==> config.mk <==
export PLATFORM = sky130hd
export DESIGN_NAME = register_bank_nw
export DESIGN_NICKNAME = d
export VERILOG_FILES = /design/src/rtl/regfile_pkg.sv /design/src/rtl/register_bank_nw_reg_entry.sv /design/src/rtl/register_bank_nw.sv
export SDC_FILE = /design/constraint.sdc
export NUM_CORES = 1
export LEC_CHECK = 0
export CORE_UTILIZATION = 55
export CTS_CLUSTER_DIAMETER = 100
export CTS_CLUSTER_SIZE = 28
export DETAILED_ROUTE_END_ITERATION = 7
export PLACE_DENSITY = 0.78
export SLEW_MARGIN = 20
export SYNTH_ARGS = -nofsm -noshare
export SYNTH_HDL_FRONTEND = slang
export SYNTH_SLANG_ARGS = --single-unit
==> constraint.sdc <==
create_clock -name clk -period 15.4 [get_ports clk]
set_clock_uncertainty 0.1 [all_clocks]
set_input_delay 3.85 -clock clk [delete_from_list [all_inputs] [get_ports clk]]
set_output_delay 3.85 -clock clk [all_outputs]
set_load 0.01 [all_outputs]
==> src/rtl/regfile_pkg.sv <==
// Shared defaults and elaboration helpers for the register bank and its entries.
package regfile_pkg;

  localparam int DEF_WIDTH    = 16;
  localparam int DEF_DEPTH    = 8;
  localparam int DEF_ZERO_REG = 1;

  // Ceiling log2, used to size entry indices from the entry count.
  function automatic int clog2(input int value);
    int result;
    result = 32'sd0;
    for (int v = value - 32'sd1; v > 32'sd0; v = v / 32'sd2) begin
      result = result + 32'sd1;
    end
    return result;
  endfunction

endpackage

==> src/rtl/register_bank_nw_reg_entry.sv <==
// One storage entry of the register bank: WIDTH-bit register with load enable.
module reg_entry
  import regfile_pkg::*;
#(
  parameter int WIDTH = DEF_WIDTH
) (
  input  logic             clk,
  input  logic             rst,
  input  logic             load,
  input  logic [WIDTH-1:0] d,
  output logic [WIDTH-1:0] q
);

  // Entry storage: cleared asynchronously, captures d on a load cycle.
  always_ff @(posedge clk or posedge rst) begin
    if (rst) begin
      q <= '0;
    end else if (load) begin
      q <= d;
    end else begin
      q <= q;
    end
  end

endmodule

==> src/rtl/register_bank_nw.sv <==
// Register bank with per-entry pending (busy) tracking, write bypass to two
// combinational read ports and a sticky protocol-error flag.
module register_bank_nw
  import regfile_pkg::*;
#(
  parameter int WIDTH    = DEF_WIDTH,
  parameter int DEPTH    = DEF_DEPTH,
  parameter int ZERO_REG = DEF_ZERO_REG,
  localparam int AW      = clog2(DEPTH)
) (
  input  logic             clk,
  input  logic             rst,
  input  logic             w_en,
  input  logic [AW-1:0]    w_addr,
  input  logic [WIDTH-1:0] w_data,
  input  logic             rsv_en,
  input  logic [AW-1:0]    rsv_addr,
  input  logic [AW-1:0]    r0_addr,
  output logic [WIDTH-1:0] r0_data,
  output logic             r0_busy,
  input  logic [AW-1:0]    r1_addr,
  output logic [WIDTH-1:0] r1_data,
  output logic             r1_busy,
  output logic [DEPTH-1:0] busy,
  output logic             err
);

  localparam bit          HAS_ZERO = (ZERO_REG != 32'sd0);
  localparam bit          POW2     = ((32'sd1 << AW) == DEPTH);
  localparam logic [AW:0] DEPTH_L  = (AW + 1)'(DEPTH);

  logic             w_in_range_s;
  logic             rsv_in_range_s;
  logic             w_zero_s;
  logic             rsv_zero_s;
  logic             w_valid_s;
  logic             rsv_valid_s;
  logic             rsv_hit_busy_s;
  logic             err_set_s;
  logic [DEPTH-1:0] busy_r;
  logic [DEPTH-1:0] busy_nxt_s;
  logic             err_r;
  logic [WIDTH-1:0] entry_s   [DEPTH];
  logic [AW-1:0]    rd_addr_s [2];
  logic [WIDTH-1:0] rd_data_s [2];
  logic             rd_busy_s [2];

  // With a power-of-2 depth every index is a real entry.
  generate
    if (POW2) begin : g_pow2
      assign w_in_range_s   = 1'b1;
      assign rsv_in_range_s = 1'b1;
    end else begin : g_npow2
      assign w_in_range_s   = ({1'b0, w_addr} < DEPTH_L);
      assign rsv_in_range_s = ({1'b0, rsv_addr} < DEPTH_L);
    end
  endgenerate

  assign w_zero_s    = HAS_ZERO && (w_addr == '0);
  assign rsv_zero_s  = HAS_ZERO && (rsv_addr == '0);
  assign w_valid_s   = w_en && w_in_range_s && !w_zero_s;
  assign rsv_valid_s = rsv_en && rsv_in_range_s && !rsv_zero_s;

  generate
    for (genvar i = 0; i < DEPTH; i++) begin : g_entry
      if (HAS_ZERO && (i == 0)) begin : g_zero
        assign entry_s[i] = '0;
      end else begin : g_reg
        logic load_s;
        assign load_s = w_valid_s && (w_addr == AW'(i));
        reg_entry #(.WIDTH(WIDTH)) u_entry (
          .clk  (clk),
          .rst  (rst),
          .load (load_s),
          .d    (w_data),
          .q    (entry_s[i])
        );
      end
    end
  endgenerate

  // Busy next-state: a write clears its entry, then a reserve sets its entry so it wins.
  always_comb begin
    busy_nxt_s     = busy_r;
    rsv_hit_busy_s = 1'b0;
    for (int i = 0; i < DEPTH; i++) begin
      if (w_valid_s && (w_addr == AW'(i))) begin
        busy_nxt_s[i] = 1'b0;
      end else begin
        busy_nxt_s[i] = busy_nxt_s[i];
      end
    end
    for (int i = 0; i < DEPTH; i++) begin
      if (rsv_valid_s && (rsv_addr == AW'(i))) begin
        busy_nxt_s[i]  = 1'b1;
        rsv_hit_busy_s = busy_r[i];
      end else begin
        busy_nxt_s[i]  = busy_nxt_s[i];
        rsv_hit_busy_s = rsv_hit_busy_s;
      end
    end
  end

  // Reserving a busy entry is only legal when the same cycle's write releases it.
  assign err_set_s = (w_en && !w_in_range_s)
                   || (rsv_en && !rsv_in_range_s)
                   || (rsv_hit_busy_s && !(w_valid_s && (w_addr == rsv_addr)));

  // Busy vector and sticky error flag.
  always_ff @(posedge clk or posedge rst) begin
    if (rst) begin
      busy_r <= '0;
      err_r  <= 1'b0;
    end else begin
      busy_r <= busy_nxt_s;
      err_r  <= err_r | err_set_s;
    end
  end

  assign rd_addr_s[0] = r0_addr;
  assign rd_addr_s[1] = r1_addr;

  // Read ports: stored value and busy flag, overridden by a same-cycle valid write.
  always_comb begin
    for (int p = 0; p < 2; p++) begin
      rd_data_s[p] = '0;
      rd_busy_s[p] = 1'b0;
      for (int i = 0; i < DEPTH; i++) begin
        if (rd_addr_s[p] == AW'(i)) begin
          rd_data_s[p] = entry_s[i];
          rd_busy_s[p] = busy_r[i];
        end else begin
          rd_data_s[p] = rd_data_s[p];
          rd_busy_s[p] = rd_busy_s[p];
        end
      end
      if (rst) begin
        rd_data_s[p] = '0;
        rd_busy_s[p] = 1'b0;
      end else if (w_valid_s && (w_addr == rd_addr_s[p])) begin
        rd_data_s[p] = w_data;
        rd_busy_s[p] = 1'b0;
      end else begin
        rd_data_s[p] = rd_data_s[p];
        rd_busy_s[p] = rd_busy_s[p];
      end
    end
  end

  assign r0_data = rd_data_s[0];
  assign r0_busy = rd_busy_s[0];
  assign r1_data = rd_data_s[1];
  assign r1_busy = rd_busy_s[1];
  assign busy    = busy_r;
  assign err     = err_r;

endmodule

==> reports/qor.txt, run 1 <==
synthesis-to-finish area growth: 19.06%
Clock Power Share: 0.375
Pre-antenna DRT Iters: 4
initial antenna violation count: 0
dpl ws: 4.529 ns
largest net degree at the start of global routing: 78
RD Place Congestion: 0.9208
Switch Pwr: 0.3039 mW
Initial Util: 0.5688
core area: 0.01277 mm²
Pwr Density: 130.3 mW/mm²
layout net count: 686
Max Freq: 0.09156 GHz
mux share of post-synthesis cell area: 0.3165
site row count: 41
crit path DAT: 6.97 ns
Final Slew Violations: 0
Peak VDD IR: 90.15 µV
Post-Syn Area: 0.007266 mm²
layout cells sized above 1: 0.3418
Die Span Y: 116.9 µm
crit path time final: 10.92 ns
Cell variety after synth: 43
I/O Pins: 75
ANT nets after route: 0
Warnings, synthesis: 0
Synth Area in Simple Gates: 0.06441
Area after DPL: 0.008014 mm²
Non-Filler Instances: 839
part of the cycle the worst path needs: 0.7092
Cells after DPL: 807
routed length per instance: 22.79 µm
Relative slew margins: 0.3564
CTS-repair resized insts: 0
Vias: 5406
die footprint: 0.01367 mm²
sequential area share after synthesis: 0.4167
Flop pwr share: 0.392
Comb pwr share: 0.233
Clock Path Buffers: 2
clk root buf: clkbuf_16
gr usage total: 0.3046
# diodes: 0
Skew-Pair Late Insertion Delay: 0.42 ns
Switching Share: 0.2696
Starting DRT DRC Count: 383
hold-fix buffers at CTS: 0
Overall Power: 1.128 mW
grt total ovfl: 0
Die Span X: 116.9 µm
DRC viols: 0
clk sinks: 121
Synth Area in Compound Gates: 0.1478
final setup violating endpoints: 0
WL final: 19120 µm
Crit Path Max Fanout: 41
syn_area_per_cell: 12.07 µm²
synthesized-area fraction occupied by adder cells: 0
post-CTS setup buffer count: 0
Post-Syn Nets: 634
Setup CP Type: in2out
Final HPWL DP: 11390 µm
Sum Neg Setup Slack: 0 ns
worst hold path type: reg2reg
register bit total from synthesis: 121
Final WS setup: 4.479 ns
port bufs: 74
main combinational cell family by area after synthesis: multiplexers
DR vias/cell: 6.443
first-pass GRT wire length: 30450 µm
Max-cap violations: 0
synthesized-area fraction occupied by xor and xnor cells: 0.007233
Worst EP required: 11.45 ns
cell count after synthesis: 602
final hold violation count: 0
CTS tree: yes
H-tree depth: 4
Reg clk slew, reported paths: 0.05 ns
RSZ-0062 raised after global routing: false
Leak: 3.567 nW
Finished Cell Area: 0.008651 mm²
status: completed
P_int: 0.8236 mW
Crit. End Element: primary output
worst-margin pin slew: 0.9654 ns
Worst setup SP type: primary input
Num CTS Buffers: 17
vias in the first global route: 5559
-- cells in the mapped netlist (all sizes together) --
library cell	n	share of area
a211oi	32	0.043
a21oi	16	0.011
a221o	21	0.029
a221oi	17	0.020
a22oi	12	0.012
a2bb2oi	5	0.0060
a31o	1	0.0012
a31oi	2	0.0017
and2	3	0.0026
and3	2	0.0017
and4	1	0.0012
and4bb	2	0.0034
buf	42	0.039
clkbuf	13	0.0067
dfrtp	121	0.42
inv	4	0.0021
mux2	144	0.22
mux2i	43	0.059
mux4	11	0.034
nand2	23	0.012
nand2b	3	0.0026
nand3	3	0.0021
nand3b	4	0.0041
nand4	1	0.0017
nand4b	3	0.0062
nor2	37	0.019
nor2b	4	0.0034
nor3	2	0.0021
nor3b	1	0.0010
o2111ai	1	0.0021
o211a	1	0.0014
o211ai	10	0.011
o21ai	6	0.0041
o22ai	2	0.0017
o31ai	1	0.0010
o32ai	1	0.0012
or3b	1	0.0012
xnor2	6	0.0072
-- per-layer routing --
metal | track usage | share of wire | up-vias
li1 | - | - | 2427
met1 | 0.3868 | 0.42 | 2744
met2 | 0.5037 | 0.49 | 201
met3 | 0.05922 | 0.063 | 34
met4 | 0.1460 | 0.025 | 0
met5 | 0 | 0 | -
-- power by group through the flow --
stage               Combinational (mW)  Sequential [mW]  Clock (mW)
floorplan                        0.187            0.429           0
global placement                 0.252            0.439           0
detailed placement               0.261            0.444           0
CTS                              0.264            0.440       0.428
global route                     0.284            0.451       0.442
finish                           0.263            0.442       0.422
-- state kept, by name, indices dropped and copies added (netlist names) --
signal / flops
busy: 8
g_entry.g_reg.u_entry.q: 112
err: 1
-- kinds of logic (layout without fill, tap and decap cells) --
logic type | Yosys count | after routing
mux | 198 | 198
buf+inv | 59 | 124
xor+xnor | 6 | 6
compound gates | 128 | 128
simple gates | 90 | 90
flops | 121 | 121
-- critical path, stage by stage --
cell and delay [ns]:
clkdlybuf4s50_1 0.46, buf_4 0.48, and2_1 0.67, nand2_1 0.15, o211ai_1 0.14, a22oi_1 0.10
a211oi_1 0.47, clkdlybuf4s50_1 0.63
-- through the flow --
step	hold slack, ns	utilization
global placement	0.3329	0.6252
global route	0.3720	0.6772
floorplan	0.3908	-
CTS	0.3527	0.6772
detailed placement	0.3408	0.6274
finish	0.3502	0.6772
-- placed cells by master, fill, tap and decap left out, drive strengths merged, types with 21 or more instances in the layout --
cell type / Yosys / routed
clkdlybuf4s50: 0 / 71
nor2: 37 / 37
dfrtp: 121 / 121
a211oi: 32 / 32
mux2: 144 / 144
a221o: 21 / 21
mux2i: 43 / 43
nand2: 23 / 23
clkbuf: 13 / 26
-- worst paths after layout --
kind                       slack (ns)  startpoint                        endpoint  cells past startpoint
min                              0.35     busy[0]                         busy[0]                      0
max in group asynchronous       10.01         rst  g_entry[3].g_reg.u_entry.q[11]                      3
min reg2reg                      0.35     busy[0]                         busy[0]                      0
max                              4.48  r0_addr[0]                      r0_data[5]                      8
min in group asynchronous        3.97         rst   g_entry[3].g_reg.u_entry.q[2]                      2
max reg2reg                     13.89     busy[7]                             err                      4
-- area by class of cell --
cell class | count | area [µm²]
fillers | 920 | 4123
multi-input cells | 422 | 3902
flip-flops and latches | 121 | 3028
repair buffers | 88 | 850.8
clock buffers | 26 | 529.3
well taps | 172 | 215.2
clock inverters | 6 | 107.6
inverters | 4 | 17.52
Note: power is estimated with default switching activity, not from simulation.
==> run 2: changes to the inputs <==
==> constraint.sdc (replaced) <==
create_clock -name clk -period 11.1 [get_ports clk]
set_clock_uncertainty 0.1 [all_clocks]
set_input_delay 2.775 -clock clk [delete_from_list [all_inputs] [get_ports clk]]
set_output_delay 2.775 -clock clk [all_outputs]
set_load 0.01 [all_outputs]
==> run 2 against run 1 <==
  * Sequential share of layout area is 0.40 points higher
  * Register-to-register slack worse by 4.3 ns
  * Utilization is 0.77 points lower
  * Largest power group unchanged
  * Hold slack better by 0.0011 ns
  * Via count is 1.5% higher
  * Worst setup slack worse by 2.2 ns
==> reports/qor.txt, run 2 (synthesis gave the netlist of run 1 again) <==
max reg flops: 112 (unchanged)
Initial Util: 0.5688 (unchanged)
Reg clk slew, reported paths: 0.05 ns (about the same)
CTS tree: yes
clk sinks: 121 (unchanged)
part of the cycle the worst path needs: 0.7969
Final HPWL DP: 11370 µm (-0.19%)
commonest non-fill, non-tap cell in the layout: mux2_2
first-pass GRT wire length: 30380 µm (-0.23%)
DR vias/cell: 6.565 (+1.9%)
WP depth: 6 (-2)
Peak VDD IR: 115.5 µV (+28%)
largest net degree at the start of global routing: 92 (+18%)
worst r2r src: busy[6]
port bufs: 74 (unchanged)
crit path DAT: 5.97 ns (-1.00 ns)
R2R Path End: err
Final Slew Violations: 0 (unchanged)
RD Place Congestion: 0.8377 (-9.0%)
Final WS setup: 2.255 ns (-2.224 ns)
Die Span Y: 116.9 µm (unchanged)
grt total ovfl: 0 (unchanged)
worst-margin pin slew: 1.116 ns (+0.1508 ns)
status: completed
synthesis-to-finish area growth: 17.70%
dpl ws: 2.310 ns (-2.220 ns)
hold-fix buffers at CTS: 0 (unchanged)
CP dominant cell by count: clkdlybuf4s50_1
M1 WL: 7891 µm (-1.5%)
most frequent cells in the layout: 144 x mux2_2, 121 x dfrtp_1, 71 x clkdlybuf4s50_1
Worst Path Buf+Inv: 2 (-1)
CP top delay family: buffers and inverters
Worst setup SP type: primary input
DRC viols: 0 (unchanged)
Crit-path slowest cell: clkdlybuf4s50_1
Worst EP required: 8.23 ns (-3.22 ns)
Starting DRT DRC Count: 449 (+17%)
R2R cell count: 4 (unchanged)
Num CTS Buffers: 17 (unchanged)
core area: 0.01277 mm² (unchanged)
Top Metal Used: met4
Setup CP Type: in2out
site row count: 41 (unchanged)
gr usage total: 0.3026 (-0.001963)
crit-path cells: clkdlybuf4s50_1, nand2_1, nor2_1, a22oi_1, a211oi_1, clkdlybuf4s50_1
Crit. End Element: primary output
met2 routed WL: 9359 µm (-0.86%)
layout net count: 686 (unchanged)
Max-cap violations: 0 (unchanged)
CP Capture Point: r0_data[5]
wire length on met3: 1151 µm (-4.0%)
worst hold path type: reg2reg
crit-path max cell delay: 0.89 ns (+0.22 ns)
Top reg by flops: g_entry.g_reg.u_entry.q
Pwr Density: 175.7 mW/mm² (+35%)
die footprint: 0.01367 mm² (unchanged)
ANT nets after route: 0 (unchanged)
CTS-repair resized insts: 0 (unchanged)
Crit Path Max Fanout: 14 (-66%)
crit path time final: 8.845 ns
initial antenna violation count: 0 (unchanged)
routed length per instance: 22.67 µm (-0.55%)
vias in the first global route: 5624 (+1.2%)
Max Freq: 0.1131 GHz
RSZ-0062 raised after global routing: false
final setup violating endpoints: 0 (unchanged)
Sum Neg Setup Slack: 0 ns (unchanged)
Skew-Pair Late Insertion Delay: 0.41 ns (about the same)
Critical path origin: r0_addr[1]
Relative slew margins: 0.2532 (-0.1033)
Die Span X: 116.9 µm (unchanged)
Layout Utilization: 0.6695 (-0.007739)
clk root buf: clkbuf_16
Clock Path Buffers: 2 (unchanged)
final hold violation count: 0 (unchanged)
Vias: 5488 (+1.5%)
I/O Pins: 75 (unchanged)
r2r setup slk: 9.60 ns (-4.29 ns)
WL final: 18950 µm (-0.91%)
post-CTS setup buffer count: 0 (unchanged)
Pre-antenna DRT Iters: 5 (+1)
H-tree depth: 4 (unchanged)
layout cells sized above 1: 0.3328 (-0.008998)
# diodes: 0 (unchanged)
Leak: 3.516 nW (-1.4%)
-- run 2: cell count changes in the layout (fill, tap and decap cells not counted) --
cell,previous run,this run
bufinv_16,3,2
buf_6,0,1
clkinvlp_4,1,0
clkbuf_1,2,6
buf_16,1,0
clkbuf_8,7,3
clkinv_2,2,1
-- run 2: worst min path at each step --
stage / slack [ns] / to / startpoint / cells past startpoint
2_1_floorplan: 0.39 / g_entry[6].g_reg.u_entry.q[14] / g_entry[6].g_reg.u_entry.q[14] / 1
3_3_place_gp: 0.34 / busy[0] / busy[0] / 0
3_5_place_dp: 0.34 / busy[0] / busy[0] / 0
4_1_cts: 0.35 / busy[0] / busy[0] / 0
5_1_grt: 0.36 / busy[0] / busy[0] / 0
6_report: 0.35 / busy[0] / busy[0] / 0
-- run 2: worst reg2reg max path, delay by kind of cell (launching register included) --
family / cells / cell delay [ns]
simple gates: 1 / 0.07
mux: 1 / 0.47
compound gates: 2 / 0.30
flops: 1 / 0.44
-- run 2: layout make-up --
cell class / count / area (µm²)
inverter: 4 / 17.52
sequential: 121 / 3028
multi-input combinational: 422 / 3902
fill: 953 / 4222
tap: 172 / 215.2
clock inverter: 3 / 65.06
clock buffer: 26 / 489.2
timing repair buffer: 88 / 834.6
-- run 2: per-stage QoR --
stage                     area [µm²]  hold slack, ns  total power [mW]  instances
after floorplan                 7266          0.3908            0.8550        602
after global placement          7994          0.3352            0.9586        807
after detailed placement        7994          0.3414            0.9781        807
after CTS                       8548          0.3529             1.505        836
after global routing            8552          0.3601             1.575        836
final                           8552          0.3513             1.503        836
-- run 2: power breakdown --
group	internal [mW]	total (mW)	switching, mW
registers	0.538	0.614	0.0765
clock network	0.344	0.524	0.180
logic	0.211	0.364	0.154
total	1.09	1.50	0.410
-- run 2: routing by layer --
metal	up-vias	GRT usage
met1	2792	0.3874
met4	0	0.1232
li1	2420	-
met5	-	0
met3	46	0.07106
met2	230	0.4974
==> run 3: changes to the inputs <==
==> constraint.sdc (replaced) <==
create_clock -name clk -period 9.19 [get_ports clk]
set_clock_uncertainty 0.1 [all_clocks]
set_input_delay 2.2975 -clock clk [delete_from_list [all_inputs] [get_ports clk]]
set_output_delay 2.2975 -clock clk [all_outputs]
set_load 0.01 [all_outputs]
==> run 3 against run 2 <==
  * Clock power increased by 28%
  * Register-to-register slack got worse by 1.9 ns
  * Sequential share of layout area decreased by 0.21 points
  * Largest cell class unchanged
  * Critical endpoint unchanged
  * Hold slack got worse by 0.022 ns
  * Routed wire length increased by 1.3%
  * Global-route usage increased by 0.59 points
  * Via count decreased by 0.18%
  * Largest power group unchanged
  * Count of clock-buffer cells in the layout decreased by 5
==> reports/qor.txt, run 3 (synthesis gave the netlist of run 1 again) <==
Critical path origin: r0_addr[0]
gr usage total: 0.3086 (+0.005905)
worst-margin pin slew: 0.9563 ns (-0.1598 ns)
post-CTS setup buffer count: 0 (unchanged)
Crit. End Element: primary output
# diodes: 0 (unchanged)
Starting DRT DRC Count: 440 (-2.0%)
hold-fix buffers at CTS: 0 (unchanged)
grt total ovfl: 0 (unchanged)
Final Slew Violations: 0 (unchanged)
part of the cycle the worst path needs: 0.8545
clk sinks: 121 (unchanged)
WL final: 19200 µm (+1.3%)
ANT nets after route: 0 (unchanged)
final setup violating endpoints: 0 (unchanged)
die footprint: 0.01367 mm² (unchanged)
Max-cap violations: 0 (unchanged)
Peak VDD IR: 154.6 µV (+34%)
Final HPWL DP: 11740 µm (+3.3%)
worst r2r src: busy[7]
Top reg by flops: g_entry.g_reg.u_entry.q
site row count: 41 (unchanged)
worst hold path type: reg2reg
vias in the first global route: 5663 (+0.69%)
Num CTS Buffers: 17 (unchanged)
layout cells sized above 1: 0.3418 (+0.008998)
Worst EP required: 6.79 ns (-1.44 ns)
Pwr Density: 215.4 mW/mm² (+23%)
hold depth: 0 (unchanged)
R2R cell count: 4 (unchanged)
final hold violation count: 0 (unchanged)
Switching Share: 0.2774 (+0.004278)
crit path DAT: 5.46 ns (-0.51 ns)
Die Span X: 116.9 µm (unchanged)
Sum Neg Setup Slack: 0 ns (unchanged)
Pre-antenna DRT Iters: 4 (-1)
Switch Pwr: 0.5140 mW (+25%)
Leak: 3.553 nW (+1.1%)
Clock Path Buffers: 2 (unchanged)
DRC viols: 0 (unchanged)
Die Span Y: 116.9 µm (unchanged)
crit path time final: 7.853 ns
Clock Power Share: 0.362 (+0.013)
Min-Delay Endpoint: busy[0]
largest net degree at the start of global routing: 84 (-8.7%)
Initial Util: 0.5688 (unchanged)
r2r setup slk: 7.69 ns (-1.91 ns)
dpl ws: 1.361 ns (-0.9483 ns)
RD Place Congestion: 0.8453 (+0.91%)
Skew-Pair Late Insertion Delay: 0.42 ns (about the same)
CTS-repair resized insts: 0 (unchanged)
clk root buf: clkbuf_16
Flop pwr share: 0.400 (-0.009)
commonest non-fill, non-tap cell in the layout: mux2_2
Worst setup SP type: primary input
P_int: 1.339 mW (+23%)
Crit Path Max Fanout: 15 (+1)
Overall Power: 1.853 mW (+23%)
R2R Path End: err
Relative slew margins: 0.3601 (+0.1069)
initial antenna violation count: 0 (unchanged)
status: completed
max reg flops: 112 (unchanged)
routed length per instance: 22.88 µm (+0.96%)
Reg clk slew, reported paths: 0.06 ns (about the same)
Comb pwr share: 0.238 (-0.004)
I/O Pins: 75 (unchanged)
H-tree depth: 4 (unchanged)
Vias: 5478 (-0.18%)
synthesis-to-finish area growth: 18.41%
Max Freq: 0.1273 GHz
port bufs: 74 (unchanged)
DR vias/cell: 6.529 (-0.54%)
CTS tree: yes
Final WS setup: 1.337 ns (-0.9177 ns)
Setup CP Type: in2out
RSZ-0062 raised after global routing: false
core area: 0.01277 mm² (unchanged)
critical hold path startpoint: busy[0]
layout net count: 687 (+0.15%)
most frequent cells in the layout: 144 x mux2_2, 121 x dfrtp_1, 71 x clkdlybuf4s50_1
first-pass GRT wire length: 30790 µm (+1.3%)
## run 3: changes by cell type in the layout (fill, tap and decap cells not counted), sizes merged
cell / previous run / this run
buf: 17 / 18
clkinv: 1 / 7
bufinv: 2 / 3
clkbuf: 26 / 21
## run 3: per-layer routing
layer  global-route usage  wire, µm  share of wire  vias up
met1               0.3766      7859           0.41     2828
met3              0.07981      1113          0.058       37
li1                     -         -              -     2411
met5                    0         0              0        -
met2               0.5258      9803           0.51      202
met4               0.1198       424          0.022        0
## run 3: cell type report
class | instances | area, µm²
Tap cell | 172 | 215.2
Fill cell | 937 | 4170
Timing Repair Buffer | 89 | 854.6
Inverter | 4 | 17.52
Clock buffer | 21 | 460.4
Multi-Input combinational cell | 422 | 3902
Sequential cell | 121 | 3028
Clock inverter | 10 | 125.1
## run 3: worst max-delay path by stage
stage / endpoint / slack [ns]
2_1_floorplan: r0_busy / 1.44
3_3_place_gp: r0_data[5] / 1.39
5_1_grt: r0_data[14] / 1.19
6_report: r0_data[5] / 1.34
3_5_place_dp: r0_data[5] / 1.36
4_1_cts: r0_data[5] / 1.36
## run 3: critical path, stage by stage
cell	delay (ns)
clkdlybuf4s50_1	0.95
buf_4	0.33
and2_1	0.56
nand2_1	0.12
o211ai_1	0.11
a22oi_1	0.08
a211oi_1	0.38
clkdlybuf4s50_1	0.62
## run 3: stage by stage
step / std cells / hold WS (ns) / util / area (µm²)
3_3_place_gp: 808 / 0.3172 / 0.6274 / 8014
6_report: 839 / 0.3291 / 0.6735 / 8603
2_1_floorplan: 602 / 0.3908 / - / 7266
5_1_grt: 839 / 0.3376 / 0.6735 / 8603
4_1_cts: 839 / 0.3270 / 0.6732 / 8600
3_5_place_dp: 808 / 0.3148 / 0.6274 / 8014
## run 3: power by group through the flow
stage	registers (mW)	logic [mW]	clock network, mW
3_3_place_gp	0.736	0.422	0
3_5_place_dp	0.746	0.438	0
4_1_cts	0.739	0.442	0.677
6_report	0.741	0.441	0.671
2_1_floorplan	0.720	0.313	0
5_1_grt	0.756	0.477	0.703
